==> src/rtl/alu_muldiv.sv <==
// Iterative multiply/divide unit with HI/LO result registers (shift-add multiplier, restoring divider).
// Arithmetic ops take NB_DATA+2 cycles from accept to o_done; MTHI/MTLO complete in one.
module alu_muldiv #(
  parameter int NB_DATA      = 32,
  parameter int NB_OPERATION = 3
) (
  input  logic                    i_clock,
  input  logic                    i_reset,
  input  logic                    i_start,
  input  logic [NB_OPERATION-1:0] i_op,
  input  logic [NB_DATA-1:0]      i_data_a,
  input  logic [NB_DATA-1:0]      i_data_b,
  output logic                    o_busy,
  output logic                    o_done,
  output logic [NB_DATA-1:0]      o_hi,
  output logic [NB_DATA-1:0]      o_lo
);

  localparam int NB_COUNT = $clog2(NB_DATA + 1);

  localparam logic [NB_OPERATION-1:0] OP_MULT  = NB_OPERATION'(0);
  localparam logic [NB_OPERATION-1:0] OP_MULTU = NB_OPERATION'(1);
  localparam logic [NB_OPERATION-1:0] OP_DIV   = NB_OPERATION'(2);
  localparam logic [NB_OPERATION-1:0] OP_DIVU  = NB_OPERATION'(3);
  localparam logic [NB_OPERATION-1:0] OP_MTHI  = NB_OPERATION'(4);
  localparam logic [NB_OPERATION-1:0] OP_MTLO  = NB_OPERATION'(5);

  typedef enum logic [1:0] {IDLE, CALC, FIX} state_t;

  state_t                 state;
  state_t                 state_next;
  logic [2*NB_DATA-1:0]   acc;
  logic [NB_DATA-1:0]     operand;
  logic [NB_DATA-1:0]     hi;
  logic [NB_DATA-1:0]     lo;
  logic [NB_COUNT-1:0]    count;
  logic                   is_mul;
  logic                   sign_a;
  logic                   sign_b;
  logic                   div_zero;
  logic                   done;

  logic                   in_mul;
  logic                   in_div;
  logic                   in_signed;
  logic                   in_sign_a;
  logic                   in_sign_b;
  logic                   accept;
  logic [NB_DATA-1:0]     in_mag_a;
  logic [NB_DATA-1:0]     in_mag_b;

  assign in_mul    = (i_op == OP_MULT) || (i_op == OP_MULTU);
  assign in_div    = (i_op == OP_DIV)  || (i_op == OP_DIVU);
  assign in_signed = (i_op == OP_MULT) || (i_op == OP_DIV);
  assign in_sign_a = in_signed && i_data_a[NB_DATA-1];
  assign in_sign_b = in_signed && i_data_b[NB_DATA-1];
  assign in_mag_a  = in_sign_a ? -i_data_a : i_data_a;
  assign in_mag_b  = in_sign_b ? -i_data_b : i_data_b;
  assign accept    = (state == IDLE) && i_start;

  // One iteration of each datapath; acc holds {partial, multiplier} or {remainder, dividend/quotient}.
  logic [NB_DATA:0]       mul_sum;
  logic [NB_DATA+1:0]     div_trial;
  logic                   div_ge;
  logic [NB_DATA-1:0]     div_rem;

  assign mul_sum   = {1'b0, acc[2*NB_DATA-1:NB_DATA]} +
                     (acc[0] ? {1'b0, operand} : {(NB_DATA+1){1'b0}});
  assign div_trial = {1'b0, acc[2*NB_DATA-1:NB_DATA], acc[NB_DATA-1]} - {2'b00, operand};
  assign div_ge    = ~div_trial[NB_DATA+1];
  assign div_rem   = div_ge ? div_trial[NB_DATA-1:0] : {acc[2*NB_DATA-2:NB_DATA], acc[NB_DATA-1]};

  logic [2*NB_DATA-1:0]   prod;
  logic [NB_DATA-1:0]     quot;
  logic [NB_DATA-1:0]     rem;
  logic [NB_DATA-1:0]     fix_hi;
  logic [NB_DATA-1:0]     fix_lo;

  always_comb begin
    prod   = (sign_a ^ sign_b) ? -acc : acc;
    quot   = (sign_a ^ sign_b) ? -acc[NB_DATA-1:0] : acc[NB_DATA-1:0];
    rem    = sign_a ? -acc[2*NB_DATA-1:NB_DATA] : acc[2*NB_DATA-1:NB_DATA];
    fix_hi = rem;
    fix_lo = quot;
    if (is_mul) begin
      fix_hi = prod[2*NB_DATA-1:NB_DATA];
      fix_lo = prod[NB_DATA-1:0];
    end else if (div_zero) begin
      fix_hi = operand;
      fix_lo = '1;
    end
  end

  always_ff @(posedge i_clock or posedge i_reset) begin
    if (i_reset) state <= IDLE;
    else         state <= state_next;
  end

  always_comb begin
    state_next = state;
    case (state)
      IDLE:    if (i_start && (in_mul || in_div)) state_next = CALC;
      CALC:    if (count == '0) state_next = FIX;
      FIX:     state_next = IDLE;
      default: state_next = IDLE;
    endcase
  end

  always_ff @(posedge i_clock or posedge i_reset) begin
    if (i_reset) begin
      acc      <= '0;
      operand  <= '0;
      count    <= '0;
      is_mul   <= 1'b0;
      sign_a   <= 1'b0;
      sign_b   <= 1'b0;
      div_zero <= 1'b0;
      hi       <= '0;
      lo       <= '0;
      done     <= 1'b0;
    end else begin
      done <= 1'b0;
      case (state)
        IDLE: begin
          if (accept && in_mul) begin
            acc      <= {{NB_DATA{1'b0}}, in_mag_b};
            operand  <= in_mag_a;
            count    <= NB_COUNT'(NB_DATA - 1);
            is_mul   <= 1'b1;
            sign_a   <= in_sign_a;
            sign_b   <= in_sign_b;
            div_zero <= 1'b0;
          end else if (accept && in_div) begin
            acc      <= {{NB_DATA{1'b0}}, in_mag_a};
            // On divide by zero the divisor slot carries the raw dividend, which becomes HI.
            operand  <= (i_data_b == '0) ? i_data_a : in_mag_b;
            count    <= NB_COUNT'(NB_DATA - 1);
            is_mul   <= 1'b0;
            sign_a   <= in_sign_a;
            sign_b   <= in_sign_b;
            div_zero <= (i_data_b == '0);
          end else if (accept) begin
            if (i_op == OP_MTHI) hi <= i_data_a;
            if (i_op == OP_MTLO) lo <= i_data_a;
            done <= 1'b1;
          end
        end
        CALC: begin
          acc   <= is_mul ? {mul_sum, acc[NB_DATA-1:1]}
                          : {div_rem, acc[NB_DATA-2:0], div_ge};
          count <= count - 1'b1;
        end
        FIX: begin
          hi   <= fix_hi;
          lo   <= fix_lo;
          done <= 1'b1;
        end
        default: ;
      endcase
    end
  end

  assign o_busy = (state != IDLE);
  assign o_done = done;
  assign o_hi   = hi;
  assign o_lo   = lo;

endmodule

==> config.mk <==
export PLATFORM = sky130hd
export DESIGN_NAME = alu_muldiv
export DESIGN_NICKNAME = d
export VERILOG_FILES = /design/src/rtl/alu_muldiv.sv
export SDC_FILE = /design/constraint.sdc
export NUM_CORES = 1
export LEC_CHECK = 0
export BUFFER_PORTS_ARGS = -buffer_cell sky130_fd_sc_hd__clkbuf_2
export CORE_ASPECT_RATIO = 2
export CORE_MARGIN = 2
export CORE_UTILIZATION = 35
export DETAILED_ROUTE_END_ITERATION = 7
export PLACE_DENSITY = 0.52
export SYNTH_ARGS = -nofsm -noshare
export SYNTH_HDL_FRONTEND = slang
export SYNTH_SLANG_ARGS = --single-unit
export TNS_END_PERCENT = 20
==> constraint.sdc <==
create_clock -name i_clock -period 6.15 [get_ports i_clock]
set_input_delay 0.615 -clock i_clock [delete_from_list [all_inputs] [get_ports i_clock]]
set_output_delay 0.615 -clock i_clock [all_outputs]
set_load 0.01 [all_outputs]
==> results of run 1 <==
final cells by class:
type	count	area [um^2]	area share, %
clock buffer	20	437	2.48
clock inverter	12	138	0.783
inverter	74	285	1.62
multi-input combinational	1744	10800	61.4
sequential	173	4330	24.6
tap	565	707	4.02
timing repair buffer	162	878	5.00
through the flow:
stage          std cells  power (mW)
2_1_floorplan       2158        7.46
3_3_place_gp        2718        9.53
3_5_place_dp        2718        9.52
4_1_cts             2750        10.7
5_1_grt             2750        11.6
6_report            2750        10.7
critical path, delay by kind of cell, from the launching register on:
family / cells / cell delay [ns]
DFF: 1 / 0.45
xor gates and xnor gates: 1 / 0.15
AOI/OAI and AO/OA: 6 / 2.32
buffers and inverters: 2 / 0.60
adders and majority gates: 1 / 0.34
and+or+nand+nor: 2 / 0.46
per-layer routing:
layer / global-route usage, % / share of wire (%) / vias to the layer above
li1: - / - / 7797
met1: 35.3 / 42 / 8110
met2: 43.8 / 46 / 715
met3: 3.95 / 6.6 / 143
met4: 13.8 / 5.5 / 0
met5: 0 / 0 / -
worst max path at each step:
stage | from | to | depth (start not counted)
5_1_grt | acc[0] | acc[59] | 12
2_1_floorplan | i_reset | acc[0] | 1
4_1_cts | acc[0] | acc[59] | 12
3_3_place_gp | i_data_b[7] | operand[10] | 10
6_report | acc[0] | acc[59] | 12
3_5_place_dp | acc[0] | acc[59] | 12
logic make-up after synthesis:
logic type                 share of synthesized area (%)
adders and majority gates                           5.70
and+or+nand+nor                                     20.0
muxes                                               2.74
AOI/OAI and AO/OA                                   28.9
buffers and inverters                               6.07
xor gates and xnor gates                            9.65
DFF                                                 27.0
sequential cells by signal (all words and copies together), names as in the netlist:
name and flops:
div_zero 1, sign_b 1, acc 64, state 2, o_hi 32, is_mul 1, sign_a 1, count 6
o_done 1, operand 32, o_lo 32
placed cells by master, fill, tap and decap left out, drive strengths merged, types with 8 or more instances in the layout:
cell and instances:
a211oi 28, a21o 30, a21oi 195, a22oi 25, a31oi 37, and2 16, and3 12, buf 27
clkbuf 155, dfrtp 173, ha 70, inv 77, mux2 8, mux2i 35, nand2 248, nand2b 17
nand3 41, nand4 15, nor2 209, nor2b 15, nor3 39, nor4 20, o211ai 38, o21ai 248
o21bai 8, o221ai 17, o22ai 40, o31ai 22, o41ai 12, or2 9, or3 15, or4 13
xnor2 93, xor2 84
power groups by stage:
stage | combinational, mW | sequential, mW | clock [mW]
after floorplan | 5.24 | 2.22 | 0
after global placement | 6.92 | 2.61 | 0
after detailed placement | 6.90 | 2.62 | 0
after CTS | 6.94 | 2.60 | 1.16
after global routing | 7.75 | 2.70 | 1.19
final | 6.99 | 2.62 | 1.14
==> summary.txt, run 1 <==
H-tree depth: 4
Switch share: 52.5%
Antenna Cells: 0
Setup tns final: 0 ns
CTS Hold Buffers Added: 0
CORE AREA: 45600 um^2
Synthesized flop and latch total: 173
Fin worst setup slack: 1.73 ns
Slew @ Worst Pin: 1.25 ns
Layout Utilization: 38.6%
Async SR Flop Fraction: 100%
Period utilization: 71.8%
Boundary Pins: 136
Slowest CP cell: a2111oi_0
Final setup viols: 0
Synth top cells by count: nand2_1, o21ai_0, nor2_1, a21oi_1, dfrtp_1
First-pass GRT wire length: 99.5 mm
PwrDens: 611 nW/um^2
Synth Net Count: 2300
Final Cell Area: 17600 um^2
Area leader, netlist: dfrtp_1
Fmax: 226 MHz
Clock root cell: clkbuf_16
R2r worst-path depth: 12
Peak supply drop: 384 uV
Internal Power: 5.11 mW
Grt ovf: 0
Die Wd: 155 um
Crit. End Element: register
Comb power frac: 65.0%
Cell count after synthesis: 2158
Total GRT Usage: 27.2%
Unrepaired setup endpoints after global routing: no
Status: completed
Ys flop type: dfrtp_1
Fill count: 4866
PortBufs: 135
Clk Latency, worst-skew pair: 0.47 ns
Post-place setup slack: 1.76 ns
Worst EP arrival: 4.78 ns
Post-synthesis sequential area ratio: 27.0%
CTS resizes: 0
Detailed-placement wirelength estimate: 48.8 mm
Yosys Warn Count: 0
Max-Cap Viols: 0
CP Cell Sequence: inv_1, buf_4, nor2_1, ha_1, a2111oi_0, a211oi_1, nor4_1, o21ai_0, a21bo_2, o31a_1, xor2_1, a221o_1
CTS tree: built
Netlist cell types: 79
Layout cells sized above 1: 10.8%
Syn Area/Cell: 7.44 um^2
Clock transition at path regs: 0.08 ns
Share of the synthesized area in the top cell type: 27.0%
Via count: 16765
Mapped Area: 16100 um^2
TritonRoute pass-1 iters: 6
Element type at the critical path start: register
Period minus WS final: 4.42 ns
Hold WC Path Type: primary input to asynchronous set/reset pin
Die H: 307 um
GPL Wtd Cong: 0.927
CP Class: register to register
Drt via density: 6.10
Setup repair bufs after CTS: 0
NetSw: 5.64 mW
1st-iter DRT viols: 1429
Site Rows: 111
DRT Wirelength: 65.7 mm
Power share of the clock group: 10.6%
Area growth syn-to-layout: 9.47%
Fin Clk Skew: 0.0182 ns
Antenna Nets Post-Route: 0
Max-slew violations: 0
Number of global-route vias before repair: 16061
Initial Utilization: 35.3%
Drt drc: 0
Antenna violations before repair: 0
Most frequent cell after synthesis: nand2_1
CP max stage delay: 0.83 ns
Placement-stage cell area: 17000 um^2
RR Startpoint: acc[0]
Sequential share of power: 24.4%
Slew margin rel.: 16.4%
CTS sink cnt: 173
Nets: 2314
Worst hold margin: 0.345 ns
Fin. Hold Viols: 0
Reg-to-reg setup timing slack: 1.73 ns
Max clock buf depth: 2
Critical path required time: 6.51 ns
Number of synthesized flops with an enable pin: 0
Maximum number of pins on one net before global-route repair: 117
WL per Instance: 23.9 um
Leak pwr: 7.47 nW
Die area: 47700 um^2
Critical Path Fanout Max: 29
RR Endpoint: acc[59]
Cts bufs inserted: 17
Area contributors post-synth: dfrtp_1, o21ai_0, a21oi_1, nand2_1, ha_1
No activity file was read; power rests on OpenSTA's default activity.
==> run 2, diff against run 1 <==
--- a/config.mk
+++ b/config.mk
@@ -5,6 +5,7 @@
 export SDC_FILE = /design/constraint.sdc
 export NUM_CORES = 1
 export LEC_CHECK = 0
+export ABC_AREA = 1
 export BUFFER_PORTS_ARGS = -buffer_cell sky130_fd_sc_hd__clkbuf_2
 export CORE_ASPECT_RATIO = 2
 export CORE_MARGIN = 2
==> constraint.sdc (replaced) <==
create_clock -name i_clock -period 4.1 [get_ports i_clock]
set_input_delay 0.41 -clock i_clock [delete_from_list [all_inputs] [get_ports i_clock]]
set_output_delay 0.41 -clock i_clock [all_outputs]
set_load 0.01 [all_outputs]
==> summary.txt, run 2 <==
Crit. End Element: register
CP max stage delay: 0.63 ns
Total GRT Usage: 40.2%
Slew margin rel.: 15.9%
Max-slew violations: 0
Boundary Pins: 136
Most frequent cell after synthesis: nand2_1
Antenna Nets Post-Route: 0
Ys flop type: dfrtp_1
Drt drc: 0
Hold WC Path Type: primary input to register
Async SR Flop Fraction: 100%
WL per Instance: 27.2 um
GPL Wtd Cong: 1.04
Area share of fa/ha/maj cells after synthesis: 4.77%
Area growth syn-to-layout: 11.6%
Die area: 56900 um^2
Number of synthesized flops with an enable pin: 0
Period utilization: 85.3%
Placement-stage cell area: 20800 um^2
XOR/XNOR Fraction of Synth Area: 3.69%
Met2 GRT Util: 69.8%
Met1 usage in global routing: 35.4%
Area contributors post-synth: dfrtp_1, nand2_1, nor2_1, inv_1, nand3_1
PortBufs: 135
Final std cells w/o fill: 4185
Yosys Warn Count: 0
Grt ovf: 0
Power share of the clock group: 8.7%
Unrepaired setup endpoints after global routing: no
Max clock buf depth: 2
Slew @ Worst Pin: 1.26 ns
Reg-to-reg setup timing slack: 0.60 ns
Area leader, netlist: dfrtp_1
Share of the synthesized area in the top cell type: 22.5%
Final Cell Area: 21400 um^2
Commonest non-fill, non-tap cell in the layout: nand2_1
Maximum number of pins on one net before global-route repair: 84
TritonRoute pass-1 iters: 6
Largest register by flop count: acc
Worst EP arrival: 3.87 ns
Netlist cell types: 53
Max reg flops: 64
Switch share: 62.1%
Commonest non-fill, non-tap cells in the layout: nand2_1, nor2_1, inv_1
Die Wd: 170 um
CTS resizes: 0
CP Class: register to register
Setup repair bufs after CTS: 0
Setup tns final: 0 ns
Nets: 3636
R2r worst-path depth: 16
Drt via density: 5.71
Fmax: 286 MHz
Fin. Hold Viols: 0
Die H: 335 um
Status: completed
Source of the critical timing path: acc[0]
Fin Clk Skew: 0.0307 ns
Clock root cell: clkbuf_16
Global routing's busiest layer: met2
Sequential share of power: 17.5%
Antenna violations before repair: 4
Synth top cells by count: nand2_1, nor2_1, inv_1, nand3_1, a21oi_1
Sequential Area: 4330 um^2
Internal Power: 8.14 mW
Simple-gate share of the synthesized area: 42.3%
Number of global-route vias before repair: 24256
First-pass GRT wire length: 164 mm
DRT Wirelength: 114 mm
Critical path required time: 4.48 ns
PwrDens: 1000 nW/um^2
Multiplexer share of the synthesized area: 0%
Site Rows: 121
Met3 usage: 7.69%
Slowest CP cell: o21ai_0
Cts bufs inserted: 17
Syn Area/Cell: 5.66 um^2
Synth Net Count: 3538
Via count: 23909
Post-synthesis sequential area ratio: 22.5%
Post-Place Cells: 4150
Peak supply drop: 348 uV
Detailed-placement wirelength estimate: 92.3 mm
Post-synthesis compound-gate area fraction: 16.1%
Multi-input logic area: 12900 um^2
Cell mode on critical path: nand2_1
CTS tree: built
Period minus WS final: 3.50 ns
Cell count after synthesis: 3396
Leak pwr: 10.8 nW
Element type at the critical path start: register
CTS sink cnt: 173
Layout cells sized above 1: 7.90%
CORE AREA: 54400 um^2
Setup crit end: acc[59]
Synthesized flop and latch total: 173
RR Endpoint: acc[59]
Clock transition at path regs: 0.09 ns
RR Startpoint: acc[0]
Final setup viols: 0
Clk Latency, worst-skew pair: 0.49 ns
H-tree depth: 4
CP Cell Sequence: buf_4, nand2_1, inv_1, ha_1, inv_1, fa_1, o21ai_0, nand2_1, nand2_1, nand2_1, nand2_1, nand3_1, nand3_1, nand3_1, nand3_1, nand2_1
1st-iter DRT viols: 1957
Largest family of logic cells by synthesized area: simple AND/OR/NAND/NOR gates
Max-Cap Viols: 0
NetSw: 13.3 mW
Comb power frac: 73.8%
Fill count: 6233
Initial Utilization: 35.4%
Mapped Area: 19200 um^2
Critical Path Fanout Max: 24
## run 2: changes by cell type in the layout (fill, tap and decap cells not counted), moves of 25 or more
| cell | before | now |
|---|---|---|
| nand4_1 | 15 | 41 |
| nand3_1 | 40 | 294 |
| buf_4 | 27 | 64 |
| o21ai_0 | 242 | 206 |
| nand2_1 | 248 | 1030 |
| xnor2_1 | 92 | 17 |
| inv_1 | 73 | 395 |
| o22ai_1 | 40 | 7 |
| a21o_1 | 30 | 3 |
| a211oi_1 | 28 | 0 |
| a21oi_1 | 195 | 254 |
| a31oi_1 | 36 | 11 |
| nor2_1 | 208 | 523 |
| mux2i_1 | 35 | 0 |
## run 2: power groups by stage
stage               combinational [mW]  clock, mW  sequential [mW]
floorplan                         9.58          0             3.39
global placement                  15.4          0             3.74
detailed placement                15.3          0             3.73
CTS                               15.4       1.87             3.70
global route                      17.1       1.93             3.80
finish                            15.8       1.87             3.75
## run 2: critical path: cells and delay by family (launching register included)
family                   cells  cell delay, ns
AO/OA/AOI/OAI                1            0.63
flip-flops                   1            0.34
AND/OR/NAND/NOR             10            1.37
buffers and inverters        3            0.46
adder cells (fa/ha/maj)      2            0.60
## run 2: kinds of logic (layout without fill, tap and decap cells)
kind of cell,count (synthesis),count (layout)
adder cells (fa/ha/maj),72,72
other,0,2
AND/OR/NAND/NOR,1970,1970
buffers and inverters,531,642
AO/OA/AOI/OAI,569,569
flip-flops,173,173
XOR/XNOR,81,81
## run 2: layer usage
| layer | part of all wire (%) | wire length (um) | vias to the layer above |
|---|---|---|---|
| met2 | 49 | 55300 | 1139 |
| met5 | 0.016 | 18 | - |
| met4 | 15 | 17300 | 4 |
| met1 | 30 | 34600 | 11054 |
| li1 | - | - | 11110 |
| met3 | 5.9 | 6680 | 602 |
## run 2: worst min-delay path by stage
stage | startpoint | endpoint | slack (ns) | cells after the start
2_1_floorplan | sign_b | sign_b | 0.47 | 2
3_3_place_gp | i_reset | acc[51] | 0.47 | 2
3_5_place_dp | i_reset | o_hi[28] | 0.46 | 2
4_1_cts | i_start | o_done | 0.25 | 3
5_1_grt | i_data_b[0] | operand[0] | 0.32 | 3
6_report | i_start | o_done | 0.25 | 3
## run 2: timing repair
| action | CTS | global route |
|---|---|---|
| hold endpoints to repair | 15 | 0 |
| setup endpoints to repair | 0 | 0 |
| hold buffers | 1 | 0 |
## run 2: area by class of cell
class | instances | share of cell area (%)
antenna | 2 | 0.0233
clock buffer | 17 | 1.98
clock inverter | 15 | 1.02
inverter | 408 | 7.16
multi-input combinational | 2692 | 60.0
sequential | 173 | 20.2
tap | 676 | 3.95
timing repair buffer | 202 | 5.63
## run 2: stage by stage
| stage | worst slack (ns) | hold slack [ns] | util (%) | total power [mW] |
|---|---|---|---|---|
| 3_3_place_gp | 0.642 | 0.466 | 38.2 | 19.1 |
| 4_1_cts | 0.633 | 0.255 | 39.4 | 20.9 |
| 3_5_place_dp | 0.632 | 0.465 | 38.2 | 19.0 |
| 2_1_floorplan | 1.47 | 0.467 | - | 13.0 |
| 5_1_grt | 0.342 | 0.317 | 39.4 | 22.9 |
| 6_report | 0.601 | 0.251 | 39.4 | 21.5 |
==> run 3, diff against run 2 <==
--- a/config.mk
+++ b/config.mk
@@ -7,7 +7,6 @@
 export LEC_CHECK = 0
 export ABC_AREA = 1
 export BUFFER_PORTS_ARGS = -buffer_cell sky130_fd_sc_hd__clkbuf_2
-export CORE_ASPECT_RATIO = 2
 export CORE_MARGIN = 2
 export CORE_UTILIZATION = 35
 export DETAILED_ROUTE_END_ITERATION = 7
==> summary.txt, run 3 (synthesis gave the netlist of run 2 again) <==
Failing checks: negative hold slack
CTS resizes: 0
CTS Hold Buffers Added: 0
1st-iter DRT viols: 2490
Cts bufs inserted: 17
Commonest non-fill, non-tap cell in the layout: nand2_1
Setup tns final: 0 ns
CORE AREA: 54000 um^2
Peak supply drop: 355 uV
Multi-input logic area: 12900 um^2
Critical Path Fanout Max: 18
DRT Wirelength: 91.2 mm
CP bufs+invs: 3
Reg-to-reg setup timing slack: 0.96 ns
WL per Instance: 21.8 um
Commonest non-fill, non-tap cells in the layout: nand2_1, nor2_1, inv_1
Max clock buf depth: 2
Setup repair bufs after CTS: 0
Initial Utilization: 35.6%
Fin Clk Skew: 0.0127 ns
GPL Wtd Cong: 1.02
Cell mode on critical path: nand2_1
Max-slew violations: 0
Antenna violations before repair: 0
Drt drc: 0
NetSw: 11.7 mW
Comb power frac: 71.8%
Antenna Nets Post-Route: 0
Max-Cap Viols: 0
Fill count: 6179
Element type at the critical path start: register
H-tree depth: 4
Detailed-placement wirelength estimate: 74.2 mm
Final setup viols: 0
Slew margin rel.: 32.8%
CP Cell Sequence: nand2_1, inv_1, ha_1, inv_1, fa_1, o21ai_0, nand2_1, nand2_1, nand2_1, nand2_1, nand2_1, nand3_1, nand3_1, nand2_1, inv_1, nand2_1, nand2_1
Layout cells sized above 1: 7.45%
TritonRoute pass-1 iters: 6
CTS sink cnt: 173
Power share of the clock group: 8.9%
Total power: 19.7 mW
Largest register by flop count: acc
Fin. Hold Viols: 5
Grt ovf: 0
Die Wd: 238 um
Site Rows: 85
Boundary Pins: 136
Clk Latency, worst-skew pair: 0.50 ns
Antenna Cells: 0
CTS tree: built
Sequential Area: 4330 um^2
Leak pwr: 10.7 nW
Setup crit end: acc[53]
Area growth syn-to-layout: 10.8%
Slowest CP cell: dfrtp_1
RR Endpoint: acc[53]
Worst hold margin: -0.0215 ns
Sequential share of power: 19.2%
PortBufs: 135
Maximum number of pins on one net before global-route repair: 111
Internal Power: 8.01 mW
Switch share: 59.4%
Number of global-route vias before repair: 21287
Fmax: 318 MHz
Clock root cell: clkbuf_16
Period utilization: 76.7%
Worst EP arrival: 3.53 ns
Die area: 56800 um^2
Hold WC Path Type: primary input to asynchronous set/reset pin
Nets: 3619
Die H: 238 um
First-pass GRT wire length: 135 mm
RR Startpoint: acc[0]
Critical path required time: 4.49 ns
Period minus WS final: 3.14 ns
Status: complete, but fails checks
Drt via density: 5.46
Cell family with most CP delay: simple AND/OR/NAND/NOR gates
R2r worst-path depth: 17
Instance count on the critical path: 17
Source of the critical timing path: acc[0]
Clock transition at path regs: 0.08 ns
Crit. End Element: register
Total GRT Usage: 32.0%
Max reg flops: 64
Via count: 22847
PwrDens: 927 nW/um^2
Slew @ Worst Pin: 1.01 ns
CP Class: register to register
Unrepaired setup endpoints after global routing: no
CP max stage delay: 0.73 ns
-- run 3: cell types whose count changed in the layout (fill, tap and decap cells not counted), sizes merged --
cell | previous run | this run
buf | 66 | 50
clkinv | 10 | 7
diode | 2 | 0
dlygate4sd3 | 1 | 0
clkbuf | 152 | 153
inv | 410 | 412
-- run 3: layout make-up --
class                           count  area share (%)
Clock buffer                       18            2.02
Clock inverter                     14           0.805
Inverter                          408            7.21
Multi-Input combinational cell   2692            60.4
Sequential cell                   173            20.4
Tap cell                          696            4.09
Timing Repair Buffer              185            5.11
-- run 3: worst register-to-register path, cell delays in order, from the launching register on --
cell	delay [ns]
dfrtp_1	0.73
nand2_1	0.10
inv_1	0.08
ha_1	0.15
inv_1	0.05
fa_1	0.41
o21ai_0	0.54
nand2_1	0.10
nand2_1	0.15
nand2_1	0.06
nand2_1	0.20
nand2_1	0.11
nand3_1	0.08
nand3_1	0.08
nand2_1	0.08
inv_1	0.04
nand2_1	0.05
nand2_1	0.04
-- run 3: how the worst min path moves through the flow --
| stage | to | from | slack, ns |
|---|---|---|---|
| global route | o_hi[21] | i_reset | 0.05 |
| global placement | o_lo[27] | o_lo[27] | 0.47 |
| finish | o_hi[20] | i_reset | -0.02 |
| CTS | o_hi[20] | i_reset | 0.07 |
| detailed placement | o_lo[27] | o_lo[27] | 0.48 |
| floorplan | sign_b | sign_b | 0.47 |
-- run 3: through the flow --
stage / util [%] / setup WS, ns / instances / area (um^2)
after floorplan: - / 1.47 / 3396 / 19200
after global placement: 38.3 / 0.947 / 4154 / 20700
after detailed placement: 38.3 / 0.968 / 4154 / 20700
after CTS: 39.4 / 0.947 / 4186 / 21300
after global routing: 39.4 / 0.520 / 4186 / 21300
final: 39.4 / 0.957 / 4186 / 21300
-- run 3: routing by layer --
metal	GRT usage (%)	part of all wire, %	vias to the layer above
li1	-	-	11066
met3	3.88	6.4	203
met1	42.2	43	10607
met4	16.8	5.7	0
met2	51.4	45	971
met5	0	0	-
-- run 3: power groups by stage --
stage,combinational [mW],sequential (mW),clock [mW]
after global routing,15.8,3.87,1.84
final,14.2,3.80,1.77
after floorplan,9.58,3.39,0
after global placement,14.0,3.81,0
after detailed placement,13.9,3.80,0
after CTS,14.0,3.77,1.79
